[src/rtl/riscv_pkg.sv]
// riscv_pkg: shared encodings for the pipelined RISC-V core's memory stage.
//   - result_src encodings for the writeback mux
//   - funct3 load/store width and sign constants
//   - memory-access FSM state enum and access-size enum
package riscv_pkg;

  // Writeback result select
  localparam logic [1:0] RES_ALU = 2'b00;
  localparam logic [1:0] RES_MEM = 2'b01;
  localparam logic [1:0] RES_PC4 = 2'b10;

  // Load/store funct3 encodings (stores reuse the B/H/W codes)
  localparam logic [2:0] F3_B  = 3'b000;
  localparam logic [2:0] F3_H  = 3'b001;
  localparam logic [2:0] F3_W  = 3'b010;
  localparam logic [2:0] F3_BU = 3'b100;
  localparam logic [2:0] F3_HU = 3'b101;

  typedef enum logic {
    MEM_IDLE,
    MEM_WAIT
  } mem_state_e;

  typedef enum logic [1:0] {
    SZ_BYTE,
    SZ_HALF,
    SZ_WORD
  } access_size_e;

endpackage

[src/rtl/load_store_align.sv]
// load_store_align: combinational byte-lane handling for the memory stage.
// Ports:
//   access      in   an access (load or store) is present
//   is_store    in   1 = store, 0 = load
//   funct3      in   width/sign field
//   addr_lo     in   effective address bits [1:0]
//   store_data  in   unaligned store data (byte/half in the low bits)
//   load_word   in   raw word read from memory
//   wstrb       out  byte strobes
//   wdata       out  lane-replicated store data
//   load_data   out  lane-selected, extended load value
//   misaligned  out  access present with an illegal address for its width
module load_store_align
  import riscv_pkg::*;
(
  input  logic        access,
  input  logic        is_store,
  input  logic [2:0]  funct3,
  input  logic [1:0]  addr_lo,
  input  logic [31:0] store_data,
  input  logic [31:0] load_word,
  output logic [3:0]  wstrb,
  output logic [31:0] wdata,
  output logic [31:0] load_data,
  output logic        misaligned
);

  access_size_e size;
  logic         load_signed;
  logic [7:0]   byte_lane;
  logic [15:0]  half_lane;

  // Decode width and sign; unknown funct3 codes fall back to a full word.
  always_comb begin
    size        = SZ_WORD;
    load_signed = 1'b0;
    if (is_store) begin
      case (funct3)
        F3_B:    size = SZ_BYTE;
        F3_H:    size = SZ_HALF;
        default: size = SZ_WORD;
      endcase
    end else begin
      case (funct3)
        F3_B:    begin size = SZ_BYTE; load_signed = 1'b1; end
        F3_H:    begin size = SZ_HALF; load_signed = 1'b1; end
        F3_BU:   size = SZ_BYTE;
        F3_HU:   size = SZ_HALF;
        default: size = SZ_WORD;
      endcase
    end
  end

  // Lane pick from the read word
  always_comb begin
    byte_lane = load_word[7:0];
    case (addr_lo)
      2'd0: byte_lane = load_word[7:0];
      2'd1: byte_lane = load_word[15:8];
      2'd2: byte_lane = load_word[23:16];
      2'd3: byte_lane = load_word[31:24];
      default: byte_lane = load_word[7:0];
    endcase
    half_lane = addr_lo[1] ? load_word[31:16] : load_word[15:0];
  end

  // Strobes, store replication and load extension per access size
  always_comb begin
    wstrb     = 4'b1111;
    wdata     = store_data;
    load_data = load_word;
    case (size)
      SZ_BYTE: begin
        wstrb     = 4'b0001 << addr_lo;
        wdata     = {4{store_data[7:0]}};
        load_data = {{24{load_signed & byte_lane[7]}}, byte_lane};
      end
      SZ_HALF: begin
        wstrb     = addr_lo[1] ? 4'b1100 : 4'b0011;
        wdata     = {2{store_data[15:0]}};
        load_data = {{16{load_signed & half_lane[15]}}, half_lane};
      end
      default: begin
        wstrb     = 4'b1111;
        wdata     = store_data;
        load_data = load_word;
      end
    endcase
  end

  assign misaligned = access &
                      (((size == SZ_HALF) & addr_lo[0]) |
                       ((size == SZ_WORD) & (addr_lo != 2'b00)));

endmodule

[src/rtl/mem_wb_stage.sv]
// mem_wb_stage: memory-access stage plus MEM/WB pipeline register.
// Ports:
//   clk, reset (async, active low)
//   EX/MEM inputs: reg_write_m, result_src_m, mem_write_m, funct3_m,
//                  alu_result_m, write_data_m, pc_plus_4_m, rd_m
//   stall_m           out  holds EX/MEM and everything upstream
//   req_valid/req_we/req_addr/req_wstrb/req_wdata out, req_ready in
//   resp_valid/resp_rdata in
//   reg_write_w/rd_w/result_w out  MEM/WB register
//   misalign_err      out  one-cycle pulse for a misaligned access
module mem_wb_stage
  import riscv_pkg::*;
#(
  parameter int ADDR_W = 32
) (
  input  logic              clk,
  input  logic              reset,
  input  logic              reg_write_m,
  input  logic [1:0]        result_src_m,
  input  logic              mem_write_m,
  input  logic [2:0]        funct3_m,
  input  logic [31:0]       alu_result_m,
  input  logic [31:0]       write_data_m,
  input  logic [31:0]       pc_plus_4_m,
  input  logic [4:0]        rd_m,
  output logic              stall_m,
  output logic              req_valid,
  output logic              req_we,
  input  logic              req_ready,
  output logic [ADDR_W-1:0] req_addr,
  output logic [3:0]        req_wstrb,
  output logic [31:0]       req_wdata,
  input  logic              resp_valid,
  input  logic [31:0]       resp_rdata,
  output logic              reg_write_w,
  output logic [4:0]        rd_w,
  output logic [31:0]       result_w,
  output logic              misalign_err
);

  mem_state_e  state, state_next;
  logic        access;
  logic        misaligned;
  logic        aligned_access;
  logic        resp_done;
  logic [31:0] load_data;
  logic [31:0] wb_result;

  assign access         = mem_write_m | (result_src_m == RES_MEM);
  assign aligned_access = access & ~misaligned;

  load_store_align u_align (
    .access     (access),
    .is_store   (mem_write_m),
    .funct3     (funct3_m),
    .addr_lo    (alu_result_m[1:0]),
    .store_data (write_data_m),
    .load_word  (resp_rdata),
    .wstrb      (req_wstrb),
    .wdata      (req_wdata),
    .load_data  (load_data),
    .misaligned (misaligned)
  );

  assign req_addr = {alu_result_m[ADDR_W-1:2], 2'b00};
  assign req_we   = mem_write_m;

  // Responses only count in WAIT, so a stale response arriving in IDLE
  // (e.g. after a reset dropped the access) is ignored.
  assign resp_done = (state == MEM_WAIT) & resp_valid;

  // reset gates the combinational outputs so nothing leaks while held in reset
  assign stall_m = reset & aligned_access & ~resp_done;

  // State register
  always_ff @(posedge clk or negedge reset) begin
    if (!reset) state <= MEM_IDLE;
    else        state <= state_next;
  end

  // Request issue and response wait
  always_comb begin
    state_next = state;
    req_valid  = 1'b0;
    case (state)
      MEM_IDLE: begin
        if (reset & aligned_access) begin
          req_valid = 1'b1;
          if (req_ready) state_next = MEM_WAIT;
        end
      end
      MEM_WAIT: begin
        if (resp_valid) state_next = MEM_IDLE;
      end
      default: state_next = MEM_IDLE;
    endcase
  end

  // Writeback result select; encoding 11 behaves like ALU
  always_comb begin
    case (result_src_m)
      RES_MEM: wb_result = load_data;
      RES_PC4: wb_result = pc_plus_4_m;
      default: wb_result = alu_result_m;
    endcase
  end

  // MEM/WB register: stalls and misaligned accesses insert a bubble and
  // keep the previous rd/result.
  always_ff @(posedge clk or negedge reset) begin
    if (!reset) begin
      reg_write_w  <= 1'b0;
      rd_w         <= 5'd0;
      result_w     <= 32'd0;
      misalign_err <= 1'b0;
    end else begin
      misalign_err <= misaligned;
      if (stall_m || misaligned) begin
        reg_write_w <= 1'b0;
      end else begin
        reg_write_w <= reg_write_m;
        rd_w        <= rd_m;
        result_w    <= wb_result;
      end
    end
  end

endmodule
[config.mk]
export PLATFORM = sky130hd
export DESIGN_NAME = mem_wb_stage
export DESIGN_NICKNAME = d
export VERILOG_FILES = /design/src/rtl/riscv_pkg.sv /design/src/rtl/load_store_align.sv /design/src/rtl/mem_wb_stage.sv
export SDC_FILE = /design/constraint.sdc
export NUM_CORES = 1
export LEC_CHECK = 0
export CORE_ASPECT_RATIO = 1.25
export CORE_MARGIN = 2
export CORE_UTILIZATION = 32
export DETAILED_ROUTE_END_ITERATION = 8
export PLACE_DENSITY = 0.78
export SLEW_MARGIN = 15
export SYNTH_ARGS = -nofsm -noshare
export SYNTH_HDL_FRONTEND = slang
export SYNTH_SLANG_ARGS = --single-unit
[constraint.sdc]
create_clock -name clk -period 1.44 [get_ports clk]
set_input_delay 0.144 -clock clk [delete_from_list [all_inputs] [get_ports clk]]
set_output_delay 0.144 -clock clk [all_outputs]
set_load 0.05 [all_outputs]
==> results.sh <==
export IMPL_status="complete, but fails checks"
export IMPL_violations="setup timing"
export IMPL_r2r_start="state$_DFF_PN0_"
export IMPL_final_max_slew_viol_count=0
export IMPL_fin_ws_ps=-33.78
export IMPL_min_period_ps=1474
export IMPL_drv_cap=0
export IMPL_cp_required_ps=1660
export IMPL_setup_viol=18
export IMPL_timing_rr_end="result_w[25]$_DFFE_PN0N_"
export IMPL_path_max_fanout=5
export IMPL_dieArea_sq_um=11890
export IMPL_clk_pin_slew_worst_paths_ps=60
export IMPL_p_total_uw=6671
export IMPL_power_per_cell_area_nw_per_um2=859.7
export IMPL_grt_max_degree=41
export IMPL_layout_nets=861
export IMPL_firstDrtPassIters=4
export IMPL_grt_pass1_wl_um=24990
export IMPL_vias_per_cell=5.408
export IMPL_io_buffers=251
export IMPL_path_class="input pin to register"
export IMPL_clk_latency_ps=280
export IMPL_p_switching_uw=2803
export IMPL_clockBufferDepth=2
export IMPL_synth_cell_type_count=49
export IMPL_syn_area_sq_um=3530
export IMPL_worstSetupEndpointType="register"
export IMPL_whs_ps=148.6
export IMPL_drt_initial_drc_count=324
export IMPL_reg2reg_depth=7
export IMPL_core_rowCount=42
export IMPL_fp_dieW_um=97.94
export IMPL_yosysTopAreaCell="dfrtp_1"
export IMPL_r2r_setup_slack_ps=0
export IMPL_max_freq_mhz=678.5
export IMPL_worst_pin_slew_ps=537.0
export IMPL_hold_path_class="input pin to async pin"
export IMPL_rsz0062_at_grt="true"
export IMPL_ant_nets=0
export IMPL_pwr_share_clk_pct=19.2
export IMPL_pwr_share_seq_pct=21.7
export IMPL_boundaryPins=254
export IMPL_grtUsageTotal_pct=26.34
export IMPL_finalClockSkew_ps=2.570
export IMPL_synth_seq_cells=40
export IMPL_gp_congestion=0.8664
export IMPL_async_flop_share_pct=100.0
export IMPL_core_area_sq_um=10670
export IMPL_slew_headroom_pct=64.20
export IMPL_dp_final_hpwl_um=12700
export IMPL_yosys_warnings=0
export IMPL_p_int_uw=3868
export IMPL_syn_avg_cell_area_sq_um=8.040
export IMPL_p_leak_uw=0.003420
export IMPL_yosysSeqAreaShare_pct=28.36
export IMPL_fin_area_sq_um=7760
export IMPL_clock_sink_count=40
export IMPL_yosys_most_used_dff="dfrtp_1"
export IMPL_htreeDepth=2
export IMPL_arrival_ps=1700
export IMPL_final_setup_tns_ps=-273.4
export IMPL_initial_core_util_pct=33.09
export IMPL_antenna_found_initial=2
export IMPL_via_count=4597
export IMPL_die_h_um=121.4
export IMPL_cp_start_kind="input pin"
export IMPL_cp_slowest_cell="or3b_1"
export IMPL_comb_power_share_pct=59.1
export IMPL_area_delta_synth_final_pct=119.9
export IMPL_layout_drive_gt1_share_pct=42.46
export IMPL_swShare_pct=42.02
export IMPL_hold_viol_final=0
export IMPL_cts_root_buf="clkbuf_16"
export IMPL_grt_pass1_vias=4656
export IMPL_gr_total_overflow=0
export IMPL_crit_chain="buf_12, inv_12, ha_4, or3b_1, a221oi_2, a32oi_4, buf_6, nor2_4, o22a_1"
export IMPL_placed_cell_area_sq_um=7147
export IMPL_wl_per_cell_um=19.18
export IMPL_final_util_pct=72.74
export IMPL_cts_tree="built"
export IMPL_ir_drop_v=0.0005696
export IMPL_post_route_period_util_pct=102.3
export IMPL_slowest_delay_ps=350
export IMPL_synth_edff_count=0
export IMPL_routed_wl_um=16310
export IMPL_cts_buffers=5
export IMPL_netlist_instances=439
export IMPL_synth_top_area_share_pct=28.36
export IMPL_yosys_top_cells_area="dfrtp_1, buf_4, nand2_1"
export IMPL_drcViolationCount=0
timing repair:
action                                  CTS  global route
endpoints found under the setup margin   69            43
setup buffers                            12             3
pin swaps                                22            25
cloned                                    1             1
resized for setup                       101            39
hold buffers                              0             0
cell usage in the layout (no fill, tap or decap), types with 11 or more instances in the layout:
master | synthesis | layout
buf_6 | 1 | 14
buf_4 | 44 | 112
a221o_1 | 21 | 21
dfrtp_1 | 40 | 40
inv_1 | 17 | 14
nor2_4 | 0 | 11
a221oi_1 | 13 | 12
o22ai_1 | 21 | 19
buf_12 | 0 | 76
o21ai_0 | 35 | 14
nor2_2 | 1 | 14
clkdlybuf4s50_1 | 0 | 129
o22a_1 | 15 | 15
nand2_1 | 69 | 60
routing by layer:
| metal | vias up | part of all wire, % | GRT usage, % |
|---|---|---|---|
| met5 | - | 0 | 0 |
| met4 | 0 | 2.7 | 8.420 |
| met3 | 34 | 7.0 | 4.263 |
| met2 | 228 | 52 | 46.79 |
| met1 | 2203 | 38 | 32.46 |
| li1 | 2132 | - | - |
kinds of logic after synthesis:
logic type      count (synthesis)  synth area share [%]
compound gates                154                 33.32
simple gates                  125                 15.21
buf+inv                        96                 15.63
flops                          40                 28.36
mux                            21                 6.664
fa+ha+maj                       2                0.7089
other cells                     1                0.1062
critical path: cells and delay by family:
kind | cells | cell delay (ps)
AO/OA/AOI/OAI | 3 | 640
buffers and inverters | 3 | 350
AND/OR/NAND/NOR | 2 | 430
adder cells (fa/ha/maj) | 1 | 110
per-stage QoR:
| stage | cells | setup slack, ps |
|---|---|---|
| floorplan | 440 | -120.6 |
| global placement | 824 | -781.5 |
| detailed placement | 824 | -882.7 |
| CTS | 845 | -38.78 |
| global route | 850 | -62.86 |
| finish | 850 | -33.78 |
power groups by stage:
stage	Clock (uW)	Combinational, uW	Sequential (uW)
2_1_floorplan	0	1340	2110
3_3_place_gp	0	3660	1450
3_5_place_dp	0	3720	1460
4_1_cts	1290	3860	1440
5_1_grt	1350	4110	1470
6_report	1280	3940	1450
worst max-delay path by stage:
stage	start	to	slack, ps	depth (start not counted)
2_1_floorplan	result_src_m[1]	result_w[27]$_DFFE_PN0N_	-120	9
3_3_place_gp	result_src_m[1]	result_w[29]$_DFFE_PN0N_	-780	9
3_5_place_dp	result_src_m[1]	result_w[31]$_DFFE_PN0N_	-880	9
4_1_cts	funct3_m[2]	req_wdata[10]	-40	7
5_1_grt	result_src_m[1]	result_w[29]$_DFFE_PN0N_	-60	9
6_report	result_src_m[1]	result_w[25]$_DFFE_PN0N_	-30	9
layout make-up:
cell class / instances / area, sq um
repair buffers: 345 / 3946
fillers: 734 / 2908
multi-input cells: 305 / 2391
flip-flops and latches: 40 / 1001
well taps: 132 / 165.2
clock buffers: 5 / 125.1
inverters: 18 / 83.83
clock inverters: 3 / 42.54
diodes: 2 / 5.005
cells in the mapped netlist (all sizes together) (2+ instances only):
cell type,count
o21a,7
o22ai,21
a31oi,3
nand3,5
o21ai,40
ha,2
a221oi,14
a21o,2
o22a,15
a221o,21
nand4,3
mux2,10
a21oi,7
nor2b,4
a22oi,6
buf,62
dfrtp,40
nand2,69
nor2,32
a22o,2
a211oi,2
inv,17
clkbuf,16
o221ai,2
a31o,2
o211a,5
nor3b,6
mux2i,10
state kept, by name, indices dropped and copies added (netlist names):
signal / count
misalign_err: 1
rd_w: 5
reg_write_w: 1
result_w: 32
state: 1
(Power assumes the default switching activity.)
